==> config.mk <==
export PLATFORM = sky130hd
export DESIGN_NAME = regfile_wb_arbiter
export DESIGN_NICKNAME = d
export VERILOG_FILES = /design/src/rtl/regfile_wb_arbiter.sv
export SDC_FILE = /design/constraint.sdc
export NUM_CORES = 1
export LEC_CHECK = 0
export BUFFER_PORTS_ARGS = -buffer_cell sky130_fd_sc_hd__buf_2
export CAP_MARGIN = 0
export CELL_PAD_IN_SITES_DETAIL_PLACEMENT = 0
export CELL_PAD_IN_SITES_GLOBAL_PLACEMENT = 1
export CORE_ASPECT_RATIO = 0.6
export CORE_MARGIN = 2
export CORE_UTILIZATION = 42
export CTS_CLUSTER_DIAMETER = 40
export DETAILED_ROUTE_END_ITERATION = 7
export PLACE_DENSITY_LB_ADDON = 0.1
export SLEW_MARGIN = 20
export SYNTH_ARGS = -nofsm -noshare
export SYNTH_HDL_FRONTEND = slang
export SYNTH_SLANG_ARGS = --single-unit
==> constraint.sdc <==
create_clock -name clk -period 2.95 [get_ports clk]
set_input_delay 0.295 -clock clk [delete_from_list [all_inputs] [get_ports clk]]
set_output_delay 0.295 -clock clk [all_outputs]
set_load 0.03 [all_outputs]
==> src/rtl/regfile_wb_arbiter.sv <==
// Round-robin arbiter sharing the register-file write port between the ALU (A) and load (B) writeback pipes.
// Define WB_PPP_CHECK_EN to drop granted entries with illegal ppp and raise the sticky err_ppp flag.
module regfile_wb_arbiter #(
  parameter int unsigned FIFO_DEPTH = 2,
  parameter int unsigned ADDR_W     = 5,
  parameter int unsigned DATA_W     = 64
) (
  input  logic              clk,
  input  logic              reset,
  input  logic              a_valid,
  output logic              a_ready,
  input  logic [ADDR_W-1:0] a_addr,
  input  logic [DATA_W-1:0] a_data,
  input  logic [2:0]        a_ppp,
  input  logic              b_valid,
  output logic              b_ready,
  input  logic [ADDR_W-1:0] b_addr,
  input  logic [DATA_W-1:0] b_data,
  input  logic [2:0]        b_ppp,
  output logic              wb_en,
  output logic [ADDR_W-1:0] wb_addr,
  output logic [DATA_W-1:0] wb_data,
  output logic [2:0]        wb_ppp,
  output logic              busy,
  output logic              err_ppp
);

  localparam int unsigned PTR_W = (FIFO_DEPTH > 1) ? $clog2(FIFO_DEPTH) : 1;
  localparam int unsigned CNT_W = PTR_W + 1;
  localparam int unsigned PPP_W = 3;
  localparam logic [CNT_W-1:0] CNT_FULL = CNT_W'(FIFO_DEPTH);
  localparam logic [CNT_W-1:0] CNT_ZERO = CNT_W'(0);
  localparam logic [PTR_W-1:0] PTR_ONE  = PTR_W'(1);

  typedef struct packed {
    logic [ADDR_W-1:0] addr;
    logic [DATA_W-1:0] data;
    logic [PPP_W-1:0]  ppp;
  } wb_entry_t;

  typedef enum logic {
    LAST_A = 1'b0,
    LAST_B = 1'b1
  } last_e;

  // Per-source FIFO storage and bookkeeping
  wb_entry_t        fifo_a_q [FIFO_DEPTH];
  wb_entry_t        fifo_b_q [FIFO_DEPTH];
  logic [PTR_W-1:0] wr_a_q, wr_a_d, rd_a_q, rd_a_d;
  logic [PTR_W-1:0] wr_b_q, wr_b_d, rd_b_q, rd_b_d;
  logic [CNT_W-1:0] cnt_a_q, cnt_a_d, cnt_b_q, cnt_b_d;

  last_e     last_q, last_d;
  logic      wb_en_q, wb_en_d;
  wb_entry_t wb_q, wb_d;

  wb_entry_t in_a, in_b, head_a, head_b, head_sel;
  logic      push_a, push_b, grant_a, grant_b, grant_any;
  logic      nonempty_a, nonempty_b;

  assign in_a = {a_addr, a_data, a_ppp};
  assign in_b = {b_addr, b_data, b_ppp};

  // Ready looks only at registered occupancy, so a full FIFO stays closed even on a pop cycle
  assign a_ready = !reset && (cnt_a_q != CNT_FULL);
  assign b_ready = !reset && (cnt_b_q != CNT_FULL);
  assign push_a  = a_valid && a_ready;
  assign push_b  = b_valid && b_ready;

  assign nonempty_a = (cnt_a_q != CNT_ZERO);
  assign nonempty_b = (cnt_b_q != CNT_ZERO);
  assign head_a     = fifo_a_q[rd_a_q];
  assign head_b     = fifo_b_q[rd_b_q];

  // Round-robin: on a tie the source not granted last wins
  always_comb begin
    grant_a = 1'b0;
    grant_b = 1'b0;
    if (nonempty_a && (!nonempty_b || last_q == LAST_B)) begin
      grant_a = 1'b1;
    end else if (nonempty_b) begin
      grant_b = 1'b1;
    end
  end

  assign grant_any = grant_a || grant_b;
  assign head_sel  = grant_b ? head_b : head_a;

  always_comb begin
    wr_a_d  = wr_a_q;
    rd_a_d  = rd_a_q;
    cnt_a_d = cnt_a_q;
    wr_b_d  = wr_b_q;
    rd_b_d  = rd_b_q;
    cnt_b_d = cnt_b_q;
    last_d  = last_q;

    if (push_a) wr_a_d = wr_a_q + PTR_ONE;
    if (grant_a) rd_a_d = rd_a_q + PTR_ONE;
    case ({push_a, grant_a})
      2'b10:   cnt_a_d = cnt_a_q + CNT_W'(1);
      2'b01:   cnt_a_d = cnt_a_q - CNT_W'(1);
      default: cnt_a_d = cnt_a_q;
    endcase

    if (push_b) wr_b_d = wr_b_q + PTR_ONE;
    if (grant_b) rd_b_d = rd_b_q + PTR_ONE;
    case ({push_b, grant_b})
      2'b10:   cnt_b_d = cnt_b_q + CNT_W'(1);
      2'b01:   cnt_b_d = cnt_b_q - CNT_W'(1);
      default: cnt_b_d = cnt_b_q;
    endcase

    if (grant_a) begin
      last_d = LAST_A;
    end else if (grant_b) begin
      last_d = LAST_B;
    end
  end

`ifdef WB_PPP_CHECK_EN
  localparam logic [PPP_W-1:0] PPP_MAX = PPP_W'(4);

  logic err_q, err_d;

  // Illegal ppp still consumes its grant but never reaches the register file
  always_comb begin
    wb_en_d = 1'b0;
    wb_d    = wb_q;
    err_d   = err_q;
    if (grant_any) begin
      if (head_sel.ppp > PPP_MAX) begin
        err_d = 1'b1;
      end else begin
        wb_en_d = 1'b1;
        wb_d    = head_sel;
      end
    end
  end

  always_ff @(posedge clk) begin
    if (reset) begin
      err_q <= 1'b0;
    end else begin
      err_q <= err_d;
    end
  end

  assign err_ppp = err_q;
`else
  always_comb begin
    wb_en_d = 1'b0;
    wb_d    = wb_q;
    if (grant_any) begin
      wb_en_d = 1'b1;
      wb_d    = head_sel;
    end
  end

  assign err_ppp = 1'b0;
`endif

  always_ff @(posedge clk) begin
    if (reset) begin
      wr_a_q  <= '0;
      rd_a_q  <= '0;
      cnt_a_q <= '0;
      wr_b_q  <= '0;
      rd_b_q  <= '0;
      cnt_b_q <= '0;
      last_q  <= LAST_B;
      wb_en_q <= 1'b0;
      wb_q    <= '0;
    end else begin
      wr_a_q  <= wr_a_d;
      rd_a_q  <= rd_a_d;
      cnt_a_q <= cnt_a_d;
      wr_b_q  <= wr_b_d;
      rd_b_q  <= rd_b_d;
      cnt_b_q <= cnt_b_d;
      last_q  <= last_d;
      wb_en_q <= wb_en_d;
      wb_q    <= wb_d;
    end
  end

  // Storage needs no reset; occupancy is tracked by the counters
  always_ff @(posedge clk) begin
    if (push_a) fifo_a_q[wr_a_q] <= in_a;
    if (push_b) fifo_b_q[wr_b_q] <= in_b;
  end

  assign wb_en   = wb_en_q;
  assign wb_addr = wb_q.addr;
  assign wb_data = wb_q.data;
  assign wb_ppp  = wb_q.ppp;
  assign busy    = nonempty_a || nonempty_b || wb_en_q;

endmodule

=== Yosys cells after proc, flatten, opt, wreduce, memory -nomap -nowiden ===
Memory sizes are Yosys's and may differ from the RTL's. A register that Yosys moved wholly into a read port is not among the register bits.
Cells that the tools add are included.

* Input bits: 148
* Memories kept: 2
* Register bits after elaboration: 82
* Logic and storage cells: 60
* Output and inout port bits: 77
* RAM bits: 288

{| class="wikitable"
|+ Memories
! name !! depth !! bits a word !! rd ports !! clocked after memory_dff !! wr ports !! RTL line !! text
|-
| fifo_a_q || 2 || 72 || 1 || 1 || 1 || 47 || <nowiki>wb_entry_t fifo_a_q [FIFO_DEPTH];</nowiki>
|-
| fifo_b_q || 2 || 72 || 1 || 1 || 1 || 48 || <nowiki>wb_entry_t fifo_b_q [FIFO_DEPTH];</nowiki>
|}

* Eq/ne operators: 6
* Reduce and logical (&&, ||, !) cells: 16
* Mux-type cells: 17
* $add $sub $neg: 8

{| class="wikitable"
|+ Operators by type and width
! cell !! count
|-
| two-way mux 72 bit || 1
|-
| two-way mux 1 bit || 14
|-
| nonzero test 2 bit || 5
|-
| case mux 2 bit (2 select lines) || 2
|-
| logical AND 1 bit || 5
|-
| adder 1 bit (second input constant) || 4
|-
| adder 2 x 1 -> 2 bit (second input constant) || 2
|-
| == test 2 x 1 -> 1 bit (second input constant) || 2
|-
| == test 2 bit (second input constant) || 2
|-
| logical OR 1 bit || 4
|-
| != test 2 bit (second input constant) || 2
|-
| subtractor 2 x 1 -> 2 bit (second input constant) || 2
|-
| zero test 1 bit || 2
|}

=== Longest topological paths before layout ===
Gate-level depths: netlist of the first run.

* Depth after elaboration: 7
* Mapped depth: 9
* Mapped depth without buffers: 6

=== Worst setup path before layout of the first run ===
OpenSTA, ideal clock, no wires.

* Path type: register -> register
* Start point: reg cnt_a_q[1]
* End point: mem fifo_a_q[1][0] in the netlist's numbering (enable)
* Data arrival time: 2,820 ps
* Stages on the path, launching flop included: 4
* Period minus slack after synthesis: 3,258 ps
* Setup time: 438 ps
* Path slack: -308 ps
* Data required time: 2,512 ps
* Cell sequence: dfxtp_1 -> nor2b_1 -> nor2_1 -> and3_1

* Longest elaborated chain between the ends: 5

{| class="wikitable"
|+ Ends and longest elaborated chain
! what !! RTL line !! text
|-
| start, declared || 51 || <nowiki>logic [CNT_W-1:0] cnt_a_q, cnt_a_d, cnt_b_q, cnt_b_d;</nowiki>
|-
| start signal, assigned || 177 || <nowiki>cnt_a_q <= cnt_a_d;</nowiki>
|-
| != test 2 bit || 65 || <nowiki>assign a_ready = !reset && (cnt_a_q != CNT_FULL);</nowiki>
|-
| logical AND 1 bit || 65 ||
|-
| named net a_ready || 11 || <nowiki>output logic a_ready,</nowiki>
|-
| logical AND 1 bit || 67 || <nowiki>assign push_a = a_valid && a_ready;</nowiki>
|-
| two-way mux 1 bit || 189 || <nowiki>if (push_a) fifo_a_q[wr_a_q] <= in_a;</nowiki>
|-
| two-way mux 1 bit (not written as such) || 189 ||
|-
| end, declared || 47 ||
|}

The timed path passes the listed nets, and every way through them passes these cells.

=== Final worst setup path of the first run ===
* Start point: reg cnt_a_q[0]
* End point: reg last_q

* Longest elaborated chain between the ends: 4

{| class="wikitable"
|+ Ends and longest elaborated chain
! what !! RTL line !! text
|-
| nonzero test 2 bit (*) || 70 || <nowiki>assign nonempty_a = (cnt_a_q != CNT_ZERO);</nowiki>
|-
| logical AND 1 bit (*) || 79 || <nowiki>if (nonempty_a && (!nonempty_b || last_q == LAST_B)) begin</nowiki>
|-
| two-way mux 1 bit || 79 ||
|-
| two-way mux 1 bit or nonzero test 2 bit (tied branches) || n/a ||
|-
| end signal, assigned || 181 || <nowiki>last_q <= last_d;</nowiki>
|-
| end, declared || 53 || <nowiki>last_e last_q, last_d;</nowiki>
|}

Mark *: on every way between the ends. The rest lies on a longest branch, timed or not.
A chain may end at the register's enable or synchronous reset.

==> run_summary.xml, run 1 <==
<?xml version="1.0" encoding="UTF-8"?>
<metrics>
  <group name="floorplan">
    <metric name="rows" unit="">51</metric>
    <metric name="initial_core_util" unit="">0.428</metric>
    <metric name="core-area" unit="mm^2">0.0326</metric>
    <metric name="die_area" unit="mm^2">0.0348</metric>
    <metric name="design.portCount" unit="">225</metric>
    <metric name="fp.dieH" unit="um">145</metric>
    <metric name="chipWidth" unit="um">239</metric>
  </group>
  <group name="sta">
    <metric name="finalSetupTns" unit="ps">0</metric>
    <metric name="timing_worst_slew_pin_value" unit="ps">732</metric>
    <metric name="finalHoldViolCount" unit="">0</metric>
    <metric name="final_critical_path_setup_slack" unit="ps">569</metric>
    <metric name="timing.fmax" unit="GHz">0.420</metric>
    <metric name="drv_slew" unit="">0</metric>
    <metric name="setup_repair_after_global_routing_missed_its_margin" unit="">false</metric>
    <metric name="layout_worst_path_cycle_share" unit="">0.807</metric>
    <metric name="post-route-min-period" unit="ps">2380</metric>
    <metric name="max_slew_margin" unit="">0.511</metric>
    <metric name="skew" unit="ps">9.18</metric>
    <metric name="setup-violations-final" unit="">0</metric>
  </group>
  <group name="route">
    <metric name="first_iteration_detailed_routing_drc_count" unit="">597</metric>
    <metric name="ant_nets" unit="">0</metric>
    <metric name="route.final.wire_length" unit="um">35200</metric>
    <metric name="highest_layer" unit="">met5</metric>
    <metric name="route.vias.total" unit="">8840</metric>
    <metric name="detail_route.wl_per_cell" unit="um">20.7</metric>
    <metric name="detail_route.vias_per_cell" unit="">5.21</metric>
    <metric name="route.met2.wl" unit="um">15700</metric>
    <metric name="met3WireLength" unit="um">1550</metric>
    <metric name="m1WireLength" unit="um">17300</metric>
    <metric name="remaining_drc_errors" unit="">0</metric>
    <metric name="detailedRoute.firstPassIterationCount" unit="">5</metric>
  </group>
  <group name="clock_network">
    <metric name="cts_htree_levels" unit="">2</metric>
    <metric name="tritoncts_clock_tree" unit="">done</metric>
    <metric name="total_clock_buffers_created_by_cts" unit="">38</metric>
    <metric name="clkLatencyLatePin" unit="ps">540</metric>
    <metric name="cts.clk_slew.worst_paths" unit="ps">60</metric>
    <metric name="cts_post_setup_buffers_inserted" unit="">0</metric>
    <metric name="clock_path_buffers" unit="">3</metric>
    <metric name="root_buffer" unit="">sky130_fd_sc_hd__clkbuf_16</metric>
    <metric name="cts_num_sinks" unit="">372</metric>
  </group>
  <group name="global_route">
    <metric name="vias_in_the_first_global_route" unit="">9071</metric>
    <metric name="gr-usage-all-layers" unit="">0.204</metric>
    <metric name="wire_length_of_the_first_global_routing_pass" unit="um">53600</metric>
    <metric name="global_route.overflow_total" unit="">0</metric>
    <metric name="antenna_found_initial" unit="">2</metric>
    <metric name="pin_count_of_the_biggest_net_entering_global_routing" unit="">73</metric>
  </group>
  <group name="yosys">
    <metric name="synth_largest_area_cell" unit="">sky130_fd_sc_hd__edfxtp_1</metric>
    <metric name="dominantRegCellSynth" unit="">sky130_fd_sc_hd__edfxtp_1</metric>
    <metric name="synth_largest_type_area_fraction" unit="">0.619</metric>
    <metric name="syn_nets" unit="">1005</metric>
    <metric name="yosys_register_bits" unit="">372</metric>
    <metric name="synth-edff-count" unit="">288</metric>
    <metric name="synth.cells.most_frequent" unit="">sky130_fd_sc_hd__edfxtp_1 (288), sky130_fd_sc_hd__mux2i_1 (144), sky130_fd_sc_hd__dfxtp_1 (84)</metric>
    <metric name="synth.yosys.seq_area_share" unit="">0.740</metric>
    <metric name="synth_area" unit="mm^2">0.0140</metric>
    <metric name="synth_cells" unit="">855</metric>
    <metric name="asyncSetResetFlopFracSynth" unit="">0</metric>
    <metric name="ranking_of_synthesized_cells_by_area" unit="">sky130_fd_sc_hd__edfxtp_1 (62%), sky130_fd_sc_hd__dfxtp_1 (12%), sky130_fd_sc_hd__mux2i_1 (10%)</metric>
    <metric name="post-synth-top-count-cell" unit="">sky130_fd_sc_hd__edfxtp_1</metric>
    <metric name="synthesis.yosys.warnings" unit="">0</metric>
    <metric name="postSynthAreaPerCell" unit="um^2">16.3</metric>
    <metric name="synth.distinct_cells" unit="">31</metric>
  </group>
  <group name="power">
    <metric name="p_seq_frac" unit="">0.397</metric>
    <metric name="fin_total_pwr" unit="mW">17.2</metric>
    <metric name="power.share.clock" unit="">0.283</metric>
    <metric name="static-leakage-power" unit="nW">6.52</metric>
    <metric name="ir_drop" unit="mV">0.720</metric>
    <metric name="p_sw" unit="mW">6.05</metric>
    <metric name="p_int" unit="mW">11.1</metric>
    <metric name="combinationalPowerShare" unit="">0.320</metric>
    <metric name="sw_frac_of_total" unit="">0.353</metric>
    <metric name="power.density_cell_area" unit="mW/mm^2">938</metric>
  </group>
  <group name="final_layout">
    <metric name="layout_cells_sized_above_1" unit="">0.257</metric>
    <metric name="finish.utilization" unit="">0.561</metric>
    <metric name="area.growth.synth_to_final" unit="%">30.9</metric>
    <metric name="fin_cells" unit="">1696</metric>
    <metric name="total_number_of_nets_in_the_final_design" unit="">1365</metric>
    <metric name="fillCellCount" unit="">2724</metric>
  </group>
  <group name="place">
    <metric name="numPlacedInstances" unit="">1481</metric>
    <metric name="place.gp.congestion" unit="">0.726</metric>
    <metric name="portBuffers" unit="">223</metric>
    <metric name="place_ws" unit="ps">552</metric>
    <metric name="final_hpwl_dp" unit="um">21200</metric>
  </group>
  <group name="setup_path">
    <metric name="cp.required" unit="ps">3330</metric>
    <metric name="worst-endpoint-arrival" unit="ps">2760</metric>
    <metric name="critical_path.max_fanout" unit="">48</metric>
    <metric name="worst_setup_path_start_kind" unit="">register</metric>
    <metric name="crit_path_top_delay_cell" unit="">sky130_fd_sc_hd__buf_4</metric>
    <metric name="critPathKind" unit="">register to register</metric>
    <metric name="endpoint_class_of_the_critical_path" unit="">register</metric>
    <metric name="slowest_stage_delay_on_critical_path" unit="ps">670</metric>
    <metric name="critical_path.cell_chain" unit="">nor4_4, nor2_4, buf_4, a22oi_1</metric>
  </group>
  <group name="run_status">
    <metric name="status" unit="">finished, final reports clean</metric>
  </group>
  <group name="run">
    <metric name="max_cap_violations" unit="">0</metric>
  </group>
  <group name="worst_hold_path">
    <metric name="hold_class" unit="">input port to register</metric>
  </group>
</metrics>
## final cells by class
cell class / count / area, um^2 / share of cell area
antenna: 1 / 2.50 / 0.000137
clock buffer: 50 / 1100 / 0.0602
clock inverter: 20 / 175 / 0.00958
timing repair buffer: 388 / 2830 / 0.155
sequential: 372 / 10300 / 0.566
multi-input combinational: 410 / 3250 / 0.178
tap: 450 / 563 / 0.0308
inverter: 5 / 21.3 / 0.00116
## sequential cells by signal, summed over array words and instances (netlist names), named ones only
name,cells
fifo_a_q,144
fifo_b_q,144
wb_data,64
wb_addr,5
wb_ppp,3
cnt_a_q,2
cnt_b_q,2
last_q,1
rd_a_q,1
rd_b_q,1
wb_en,1
wr_a_q,1
wr_b_q,1
## layer usage
metal / vias to the layer above / track usage
met5: - / 0
met4: 2 / 0.0469
met3: 49 / 0.0375
met2: 179 / 0.312
met1: 4492 / 0.302
li1: 4118 / -
## path summary, 6_finish.rpt
path | to | slack, ps | from | cells after the start
max reg2reg | last_q$_SDFFE_PP1P_ | 570 | cnt_a_q[0]$_SDFFE_PP0P_ | 4
min | cnt_a_q[0]$_SDFFE_PP0P_ | 170 | reset | 2
min reg2reg | wb_ppp[1]$_SDFFE_PP0P_ | 460 | wb_ppp[1]$_SDFFE_PP0P_ | 1
max | last_q$_SDFFE_PP1P_ | 570 | cnt_a_q[0]$_SDFFE_PP0P_ | 4
## power by group through the flow
stage          combinational [mW]  clock (mW)  sequential [mW]
6_report                     5.48        4.86             6.81
4_1_cts                      5.53        4.98             6.82
3_3_place_gp                 5.32           0             6.91
3_5_place_dp                 5.36           0             6.93
5_1_grt                      5.94        5.19             6.89
2_1_floorplan                3.29           0             7.29
## cells in the final DEF (no fill, tap or decap), types with 3 or more instances in the layout
cell type and n:
sky130_fd_sc_hd__edfxtp_1 288, sky130_fd_sc_hd__buf_2 223, sky130_fd_sc_hd__mux2i_1 144, sky130_fd_sc_hd__dlygate4sd3_1 144, sky130_fd_sc_hd__dfxtp_1 82, sky130_fd_sc_hd__nand3_1 72
sky130_fd_sc_hd__a32o_1 72, sky130_fd_sc_hd__o21ai_0 65, sky130_fd_sc_hd__clkbuf_16 41, sky130_fd_sc_hd__buf_4 12, sky130_fd_sc_hd__o21ai_1 11, sky130_fd_sc_hd__clkinv_2 9
sky130_fd_sc_hd__buf_12 9, sky130_fd_sc_hd__a21oi_1 8, sky130_fd_sc_hd__nor2_1 7, sky130_fd_sc_hd__or3_1 6, sky130_fd_sc_hd__clkbuf_1 5, sky130_fd_sc_hd__clkbuf_8 4
sky130_fd_sc_hd__inv_1 3, sky130_fd_sc_hd__clkinv_1 3, sky130_fd_sc_hd__clkinvlp_4 3
## cell families (layout without fill, tap and decap cells)
kind of cell / count (synthesis) / in the layout / share of synthesized area
XOR/XNOR: 4 / 4 / 0.00251
buffers and inverters: 73 / 463 / 0.0298
flip-flops: 372 / 372 / 0.740
other: 1 / 2 / 0.000269
AND/OR/NAND/NOR: 97 / 97 / 0.0368
multiplexers: 144 / 144 / 0.103
AO/OA/AOI/OAI: 162 / 162 / 0.0858
adder cells (fa/ha/maj): 2 / 2 / 0.00179
## critical path, delay by kind of cell, from the launching register on
| family | cells | cell delay [ps] |
|---|---|---|
| flops | 1 | 590 |
| buf+inv | 1 | 670 |
| compound gates | 1 | 180 |
| simple gates | 2 | 690 |
## through the flow
stage,hold WS (ps),cell area (um^2)
after floorplan,394,14000
after global placement,444,15600
after detailed placement,450,15600
after CTS,142,18300
after global routing,189,18300
final,168,18300
## what timing repair did
item,4_1_cts,5_1_grt
endpoints found under the hold margin,288,0
resized for setup,0,0
hold buffers,144,0
Note: power is estimated with default switching activity, not from simulation.
==> inputs of run 2 (changes only) <==
==> constraint.sdc (replaced) <==
create_clock -name clk -period 2 [get_ports clk]
set_input_delay 0.2 -clock clk [delete_from_list [all_inputs] [get_ports clk]]
set_output_delay 0.2 -clock clk [all_outputs]
set_load 0.03 [all_outputs]
==> run_summary.xml, run 2 (synthesis gave the netlist of run 1 again) <==
<?xml version="1.0" encoding="UTF-8"?>
<metrics>
  <group name="setup_path">
    <metric name="ff2ff_setup_slack" unit="ps">160</metric>
    <metric name="slowest_stage_delay_on_critical_path" unit="ps">450</metric>
    <metric name="startpoint_of_the_worst_slack_reg_to_reg_timing_path" unit="">cnt_a_q[0]$_SDFFE_PP0P_</metric>
    <metric name="crit_path_top_delay_cell" unit="">sky130_fd_sc_hd__nor4_4</metric>
    <metric name="timing.critical_path.depth" unit="">3</metric>
    <metric name="setup.worst_path.start" unit="">cnt_a_q[0]$_SDFFE_PP0P_</metric>
    <metric name="worstRegToRegCells" unit="">5</metric>
    <metric name="worstPathBufferInverterCount" unit="">1</metric>
    <metric name="worst_setup_path_start_kind" unit="">register</metric>
    <metric name="endpoint_class_of_the_critical_path" unit="">output pin</metric>
    <metric name="critical_path.max_fanout" unit="">5</metric>
    <metric name="critPathKind" unit="">register to output pin</metric>
    <metric name="worst-endpoint-arrival" unit="ps">1690</metric>
    <metric name="cpLargestDelayFamily" unit="">simple AND/OR/NAND/NOR gates</metric>
    <metric name="critical_path.cell_chain" unit="">nor4_4, nand2b_1, buf_2</metric>
    <metric name="crit_end" unit="">busy</metric>
    <metric name="cp.required" unit="ps">1800</metric>
    <metric name="regToRegEndpoint" unit="">cnt_a_q[1]$_SDFFE_PP0P_</metric>
  </group>
  <group name="final_layout">
    <metric name="fillCellCount" unit="">2639</metric>
    <metric name="final-seq-area" unit="mm^2">0.0103</metric>
    <metric name="total_number_of_nets_in_the_final_design" unit="">1376</metric>
    <metric name="area.growth.synth_to_final" unit="%">33.4</metric>
    <metric name="final_cell_area" unit="mm^2">0.0186</metric>
    <metric name="area_used_by_multi_input_combinational_logic" unit="mm^2">0.00328</metric>
    <metric name="layout.cells.most_common" unit="">sky130_fd_sc_hd__edfxtp_1</metric>
    <metric name="mostFrequentLayoutCells" unit="">sky130_fd_sc_hd__edfxtp_1 (288), sky130_fd_sc_hd__buf_2 (223), sky130_fd_sc_hd__mux2i_1 (144), sky130_fd_sc_hd__dlygate4sd3_1 (144), sky130_fd_sc_hd__dfxtp_1 (80)</metric>
    <metric name="layout_cells_sized_above_1" unit="">0.268</metric>
    <metric name="finish.utilization" unit="">0.571</metric>
  </group>
  <group name="floorplan">
    <metric name="design.portCount" unit="">225</metric>
    <metric name="chipWidth" unit="um">239</metric>
    <metric name="die_area" unit="mm^2">0.0348</metric>
    <metric name="core-area" unit="mm^2">0.0326</metric>
    <metric name="initial_core_util" unit="">0.428</metric>
    <metric name="fp.dieH" unit="um">145</metric>
    <metric name="rows" unit="">51</metric>
  </group>
  <group name="clock_network">
    <metric name="clkLatencyLatePin" unit="ps">530</metric>
    <metric name="cts_htree_levels" unit="">2</metric>
    <metric name="cts.clk_slew.worst_paths" unit="ps">60</metric>
    <metric name="total_clock_buffers_created_by_cts" unit="">38</metric>
    <metric name="root_buffer" unit="">sky130_fd_sc_hd__clkbuf_16</metric>
    <metric name="cts_num_sinks" unit="">372</metric>
    <metric name="clock_path_buffers" unit="">3</metric>
    <metric name="tritoncts_clock_tree" unit="">done</metric>
  </group>
  <group name="power">
    <metric name="p_int" unit="mW">17.1</metric>
    <metric name="p_sw" unit="mW">9.02</metric>
    <metric name="fin_total_pwr" unit="mW">26.1</metric>
    <metric name="static-leakage-power" unit="nW">6.65</metric>
    <metric name="sw_frac_of_total" unit="">0.346</metric>
    <metric name="p_seq_frac" unit="">0.383</metric>
    <metric name="combinationalPowerShare" unit="">0.335</metric>
    <metric name="power.share.clock" unit="">0.282</metric>
    <metric name="ir_drop" unit="mV">0.856</metric>
    <metric name="power.density_cell_area" unit="mW/mm^2">1400</metric>
  </group>
  <group name="global_route">
    <metric name="wire_length_of_the_first_global_routing_pass" unit="um">53800</metric>
    <metric name="groute.layer.met1.usage" unit="">0.293</metric>
    <metric name="antenna_found_initial" unit="">3</metric>
    <metric name="vias_in_the_first_global_route" unit="">8957</metric>
    <metric name="use_met3" unit="">0.0430</metric>
    <metric name="gr-usage-all-layers" unit="">0.206</metric>
    <metric name="busiest_layer" unit="">met2</metric>
    <metric name="pin_count_of_the_biggest_net_entering_global_routing" unit="">75</metric>
    <metric name="global_route.overflow_total" unit="">0</metric>
    <metric name="met2_usage" unit="">0.328</metric>
  </group>
  <group name="sta">
    <metric name="timing.fmax" unit="GHz">0.530</metric>
    <metric name="setup-violations-final" unit="">0</metric>
    <metric name="timing.hold.ws" unit="ps">50.5</metric>
    <metric name="finalHoldViolCount" unit="">0</metric>
    <metric name="timing_worst_slew_pin_value" unit="ps">740</metric>
    <metric name="drv_slew" unit="">0</metric>
    <metric name="skew" unit="ps">22.8</metric>
    <metric name="max_slew_margin" unit="">0.505</metric>
    <metric name="post-route-min-period" unit="ps">1890</metric>
    <metric name="setup_repair_after_global_routing_missed_its_margin" unit="">false</metric>
    <metric name="layout_worst_path_cycle_share" unit="">0.943</metric>
    <metric name="finalSetupTns" unit="ps">0</metric>
  </group>
  <group name="route">
    <metric name="remaining_drc_errors" unit="">0</metric>
    <metric name="route.vias.total" unit="">8734</metric>
    <metric name="detailedRoute.firstPassIterationCount" unit="">5</metric>
    <metric name="detail_route.vias_per_cell" unit="">5.12</metric>
    <metric name="detail_route.wl_per_cell" unit="um">20.9</metric>
    <metric name="route.final.wire_length" unit="um">35700</metric>
    <metric name="ant_nets" unit="">0</metric>
    <metric name="first_iteration_detailed_routing_drc_count" unit="">579</metric>
  </group>
  <group name="place">
    <metric name="dpl_cell_area" unit="mm^2">0.0159</metric>
    <metric name="place.gp.congestion" unit="">0.752</metric>
    <metric name="portBuffers" unit="">223</metric>
    <metric name="final_hpwl_dp" unit="um">21500</metric>
  </group>
  <group name="worst_hold_path">
    <metric name="hold_class" unit="">input port to register</metric>
  </group>
  <group name="run_status">
    <metric name="status" unit="">finished, final reports clean</metric>
  </group>
  <group name="run">
    <metric name="max_cap_violations" unit="">0</metric>
  </group>
</metrics>
run 2: per-stage QoR:
stage	setup slack [ps]	std cells
final	114	1706
after global routing	27.2	1706
after CTS	76.6	1705
after detailed placement	166	1492
after global placement	201	1492
after floorplan	-99.9	855
run 2: worst min path at each step:
| stage | start | endpoint | slack (ps) | depth (start not counted) |
|---|---|---|---|---|
| final | reset | cnt_a_q[0]$_SDFFE_PP0P_ | 50 | 2 |
| after global routing | reset | cnt_a_q[0]$_SDFFE_PP0P_ | 60 | 2 |
| after global placement | b_data[32] | fifo_b_q[0][35]$_DFFE_PP_ | 390 | 1 |
| after detailed placement | b_data[39] | fifo_b_q[0][42]$_DFFE_PP_ | 390 | 1 |
| after floorplan | a_ppp[0] | fifo_a_q[0][0]$_DFFE_PP_ | 300 | 0 |
| after CTS | reset | cnt_a_q[0]$_SDFFE_PP0P_ | 30 | 2 |
run 2: cell type report:
type / instances / area share
well taps: 450 / 0.0302
repair buffers: 399 / 0.167
clock buffers: 50 / 0.0568
multi-input cells: 410 / 0.176
flip-flops and latches: 372 / 0.555
inverters: 5 / 0.00141
clock inverters: 19 / 0.0131
diodes: 1 / 0.000134
run 2: worst register-to-register path: cells and delay by family (launching register included):
family	cells	cell delay (ps)
AND/OR/NAND/NOR	3	780
flip-flops	1	510
adder cells (fa/ha/maj)	1	350
AO/OA/AOI/OAI	1	140
run 2: repair_timing:
item / in CTS / in global routing
resized for setup: 0 / 0
endpoints found under the setup margin: 1 / 0
setup buffers: 0 / 0
endpoints found under the hold margin: 288 / 0
hold buffers: 144 / 0
run 2: power groups by stage:
| stage | Sequential, mW | Clock, mW | Combinational (mW) |
|---|---|---|---|
| final | 9.99 | 7.35 | 8.75 |
| after global routing | 10.1 | 7.83 | 9.42 |
| after CTS | 10.0 | 7.50 | 8.83 |
| after detailed placement | 10.2 | 0 | 8.58 |
| after global placement | 10.1 | 0 | 8.49 |
| after floorplan | 10.7 | 0 | 4.90 |
run 2: routing by layer:
layer,up-vias,share of wire
met2,233,0.46
met4,4,0.011
li1,4130,-
met3,36,0.055
met5,-,0.00076
met1,4331,0.47
==> inputs of run 3 (changes only) <==
--- a/config.mk
+++ b/config.mk
@@ -15,6 +15,7 @@
 export CTS_CLUSTER_DIAMETER = 40
 export DETAILED_ROUTE_END_ITERATION = 7
 export PLACE_DENSITY_LB_ADDON = 0.1
+export RECOVER_POWER = 100
 export SLEW_MARGIN = 20
 export SYNTH_ARGS = -nofsm -noshare
 export SYNTH_HDL_FRONTEND = slang
==> run_summary.xml, run 3 (synthesis gave the netlist of run 1 again) <==
<?xml version="1.0" encoding="UTF-8"?>
<metrics>
  <group name="global_route">
    <metric name="antenna_found_initial" unit="">3</metric>
    <metric name="wire_length_of_the_first_global_routing_pass" unit="um">53800</metric>
    <metric name="vias_in_the_first_global_route" unit="">8957</metric>
    <metric name="global_route.overflow_total" unit="">0</metric>
    <metric name="pin_count_of_the_biggest_net_entering_global_routing" unit="">75</metric>
    <metric name="gr-usage-all-layers" unit="">0.206</metric>
  </group>
  <group name="power">
    <metric name="p_int" unit="mW">16.8</metric>
    <metric name="p_sw" unit="mW">9.02</metric>
    <metric name="combinationalPowerShare" unit="">0.329</metric>
    <metric name="static-leakage-power" unit="nW">6.04</metric>
    <metric name="ir_drop" unit="mV">0.854</metric>
    <metric name="power.density_cell_area" unit="mW/mm^2">1410</metric>
    <metric name="p_seq_frac" unit="">0.387</metric>
    <metric name="sw_frac_of_total" unit="">0.349</metric>
    <metric name="power.share.clock" unit="">0.284</metric>
  </group>
  <group name="route">
    <metric name="detail_route.wl_per_cell" unit="um">21.0</metric>
    <metric name="ant_nets" unit="">0</metric>
    <metric name="first_iteration_detailed_routing_drc_count" unit="">590</metric>
    <metric name="remaining_drc_errors" unit="">0</metric>
    <metric name="detailedRoute.firstPassIterationCount" unit="">5</metric>
    <metric name="route.vias.total" unit="">8837</metric>
    <metric name="route.final.wire_length" unit="um">35700</metric>
    <metric name="detail_route.vias_per_cell" unit="">5.18</metric>
  </group>
  <group name="setup_path">
    <metric name="worst_setup_path_start_kind" unit="">register</metric>
    <metric name="critPathKind" unit="">register to register</metric>
    <metric name="worst-endpoint-arrival" unit="ps">2060</metric>
    <metric name="critical_path.max_fanout" unit="">22</metric>
    <metric name="crit_end" unit="">fifo_b_q[0][39]$_DFFE_PP_</metric>
    <metric name="regToRegEndpoint" unit="">fifo_b_q[0][39]$_DFFE_PP_</metric>
    <metric name="worstRegToRegCells" unit="">4</metric>
    <metric name="ff2ff_setup_slack" unit="ps">130</metric>
    <metric name="startpoint_of_the_worst_slack_reg_to_reg_timing_path" unit="">cnt_b_q[1]$_SDFFE_PP0P_</metric>
    <metric name="endpoint_class_of_the_critical_path" unit="">register</metric>
    <metric name="cp.required" unit="ps">2190</metric>
    <metric name="setup.worst_path.start" unit="">cnt_b_q[1]$_SDFFE_PP0P_</metric>
  </group>
  <group name="clock_network">
    <metric name="clock_path_buffers" unit="">3</metric>
    <metric name="cts_htree_levels" unit="">2</metric>
    <metric name="total_clock_buffers_created_by_cts" unit="">38</metric>
    <metric name="cts_num_sinks" unit="">372</metric>
    <metric name="cts_post_setup_buffers_inserted" unit="">0</metric>
    <metric name="clkLatencyLatePin" unit="ps">530</metric>
    <metric name="tritoncts_clock_tree" unit="">done</metric>
    <metric name="root_buffer" unit="">sky130_fd_sc_hd__clkbuf_16</metric>
    <metric name="cts.clk_slew.worst_paths" unit="ps">60</metric>
    <metric name="cts_repair_resize_count" unit="">0</metric>
  </group>
  <group name="floorplan">
    <metric name="rows" unit="">51</metric>
    <metric name="design.portCount" unit="">225</metric>
    <metric name="die_area" unit="mm^2">0.0348</metric>
    <metric name="fp.dieH" unit="um">145</metric>
    <metric name="initial_core_util" unit="">0.428</metric>
    <metric name="core-area" unit="mm^2">0.0326</metric>
    <metric name="chipWidth" unit="um">239</metric>
  </group>
  <group name="sta">
    <metric name="max_slew_margin" unit="">0.500</metric>
    <metric name="layout_worst_path_cycle_share" unit="">0.936</metric>
    <metric name="drv_slew" unit="">0</metric>
    <metric name="setup-violations-final" unit="">0</metric>
    <metric name="finalHoldViolCount" unit="">0</metric>
    <metric name="post-route-min-period" unit="ps">1870</metric>
    <metric name="skew" unit="ps">22.2</metric>
    <metric name="finalSetupTns" unit="ps">0</metric>
    <metric name="timing.fmax" unit="GHz">0.534</metric>
    <metric name="setup_repair_after_global_routing_missed_its_margin" unit="">false</metric>
    <metric name="final_critical_path_setup_slack" unit="ps">129</metric>
    <metric name="timing_worst_slew_pin_value" unit="ps">747</metric>
  </group>
  <group name="final_layout">
    <metric name="layout_cells_sized_above_1" unit="">0.119</metric>
    <metric name="mostFrequentLayoutCells" unit="">sky130_fd_sc_hd__edfxtp_1 (288), sky130_fd_sc_hd__clkbuf_1 (188), sky130_fd_sc_hd__mux2i_1 (144), sky130_fd_sc_hd__dlygate4sd3_1 (144), sky130_fd_sc_hd__dfxtp_1 (81)</metric>
    <metric name="finish.utilization" unit="">0.561</metric>
    <metric name="total_number_of_nets_in_the_final_design" unit="">1376</metric>
    <metric name="area.growth.synth_to_final" unit="%">31.0</metric>
    <metric name="layout.cells.most_common" unit="">sky130_fd_sc_hd__edfxtp_1</metric>
  </group>
  <group name="place">
    <metric name="portBuffers" unit="">223</metric>
    <metric name="place_ws" unit="ps">166</metric>
    <metric name="place.gp.congestion" unit="">0.752</metric>
    <metric name="final_hpwl_dp" unit="um">21500</metric>
  </group>
  <group name="run">
    <metric name="max_cap_violations" unit="">0</metric>
  </group>
  <group name="worst_hold_path">
    <metric name="hold_class" unit="">input port to register</metric>
    <metric name="worstHoldPathCells" unit="">2</metric>
  </group>
  <group name="run_status">
    <metric name="status" unit="">finished, final reports clean</metric>
  </group>
</metrics>
==> run 3: timing repair <==
item,in CTS,in global routing
hold endpoints to repair,288,0
endpoints found under the setup margin,1,0
hold buffers,144,0
==> run 3: layout make-up <==
class                           instances  area (um^2)
Clock inverter                         19          244
Antenna cell                            1         2.50
Inverter                                5         23.8
Fill cell                            2765        14300
Tap cell                              450          563
Clock buffer                           50         1060
Sequential cell                       372        10300
Timing Repair Buffer                  399         2810
Multi-Input combinational cell        410         3250
==> run 3: worst min-delay path by stage <==
stage,startpoint,endpoint
final,reset,cnt_a_q[0]$_SDFFE_PP0P_
after global placement,b_data[32],fifo_b_q[0][35]$_DFFE_PP_
after detailed placement,b_data[39],fifo_b_q[0][42]$_DFFE_PP_
after CTS,reset,cnt_a_q[0]$_SDFFE_PP0P_
after global routing,reset,cnt_a_q[0]$_SDFFE_PP0P_
after floorplan,a_ppp[0],fifo_a_q[0][0]$_DFFE_PP_
==> run 3: metal layers <==
| layer | part of all wire | vias up | wire length, um | global-route usage |
|---|---|---|---|---|
| li1 | - | 4135 | - | - |
| met1 | 0.47 | 4408 | 16800 | 0.293 |
| met2 | 0.46 | 251 | 16400 | 0.328 |
| met3 | 0.057 | 39 | 2050 | 0.0430 |
| met4 | 0.012 | 4 | 419 | 0.0419 |
| met5 | 0.00076 | - | 27 | 0 |
==> run 3: critical path: stages, from the launching register on <==
cell	delay, ps
sky130_fd_sc_hd__dfxtp_1	400
sky130_fd_sc_hd__nor2b_1	210
sky130_fd_sc_hd__or4_4	430
sky130_fd_sc_hd__clkinvlp_2	210
sky130_fd_sc_hd__buf_6	290
==> run 3: power groups by stage <==
stage	sequential [mW]	combinational, mW	clock, mW
finish	9.99	8.52	7.34
global placement	10.1	8.49	0
CTS	10.0	8.83	7.50
global route	10.1	9.17	7.83
detailed placement	10.2	8.58	0
floorplan	10.7	4.90	0
==> run 3: stage by stage <==
step	hold slack, ps	instances	cell area [um^2]	total power [mW]
2_1_floorplan	299	855	14000	15.6
3_3_place_gp	389	1492	15900	18.6
3_5_place_dp	391	1492	15900	18.7
4_1_cts	32.9	1705	18600	26.4
5_1_grt	57.3	1706	18300	27.1
6_report	50.8	1706	18300	25.9
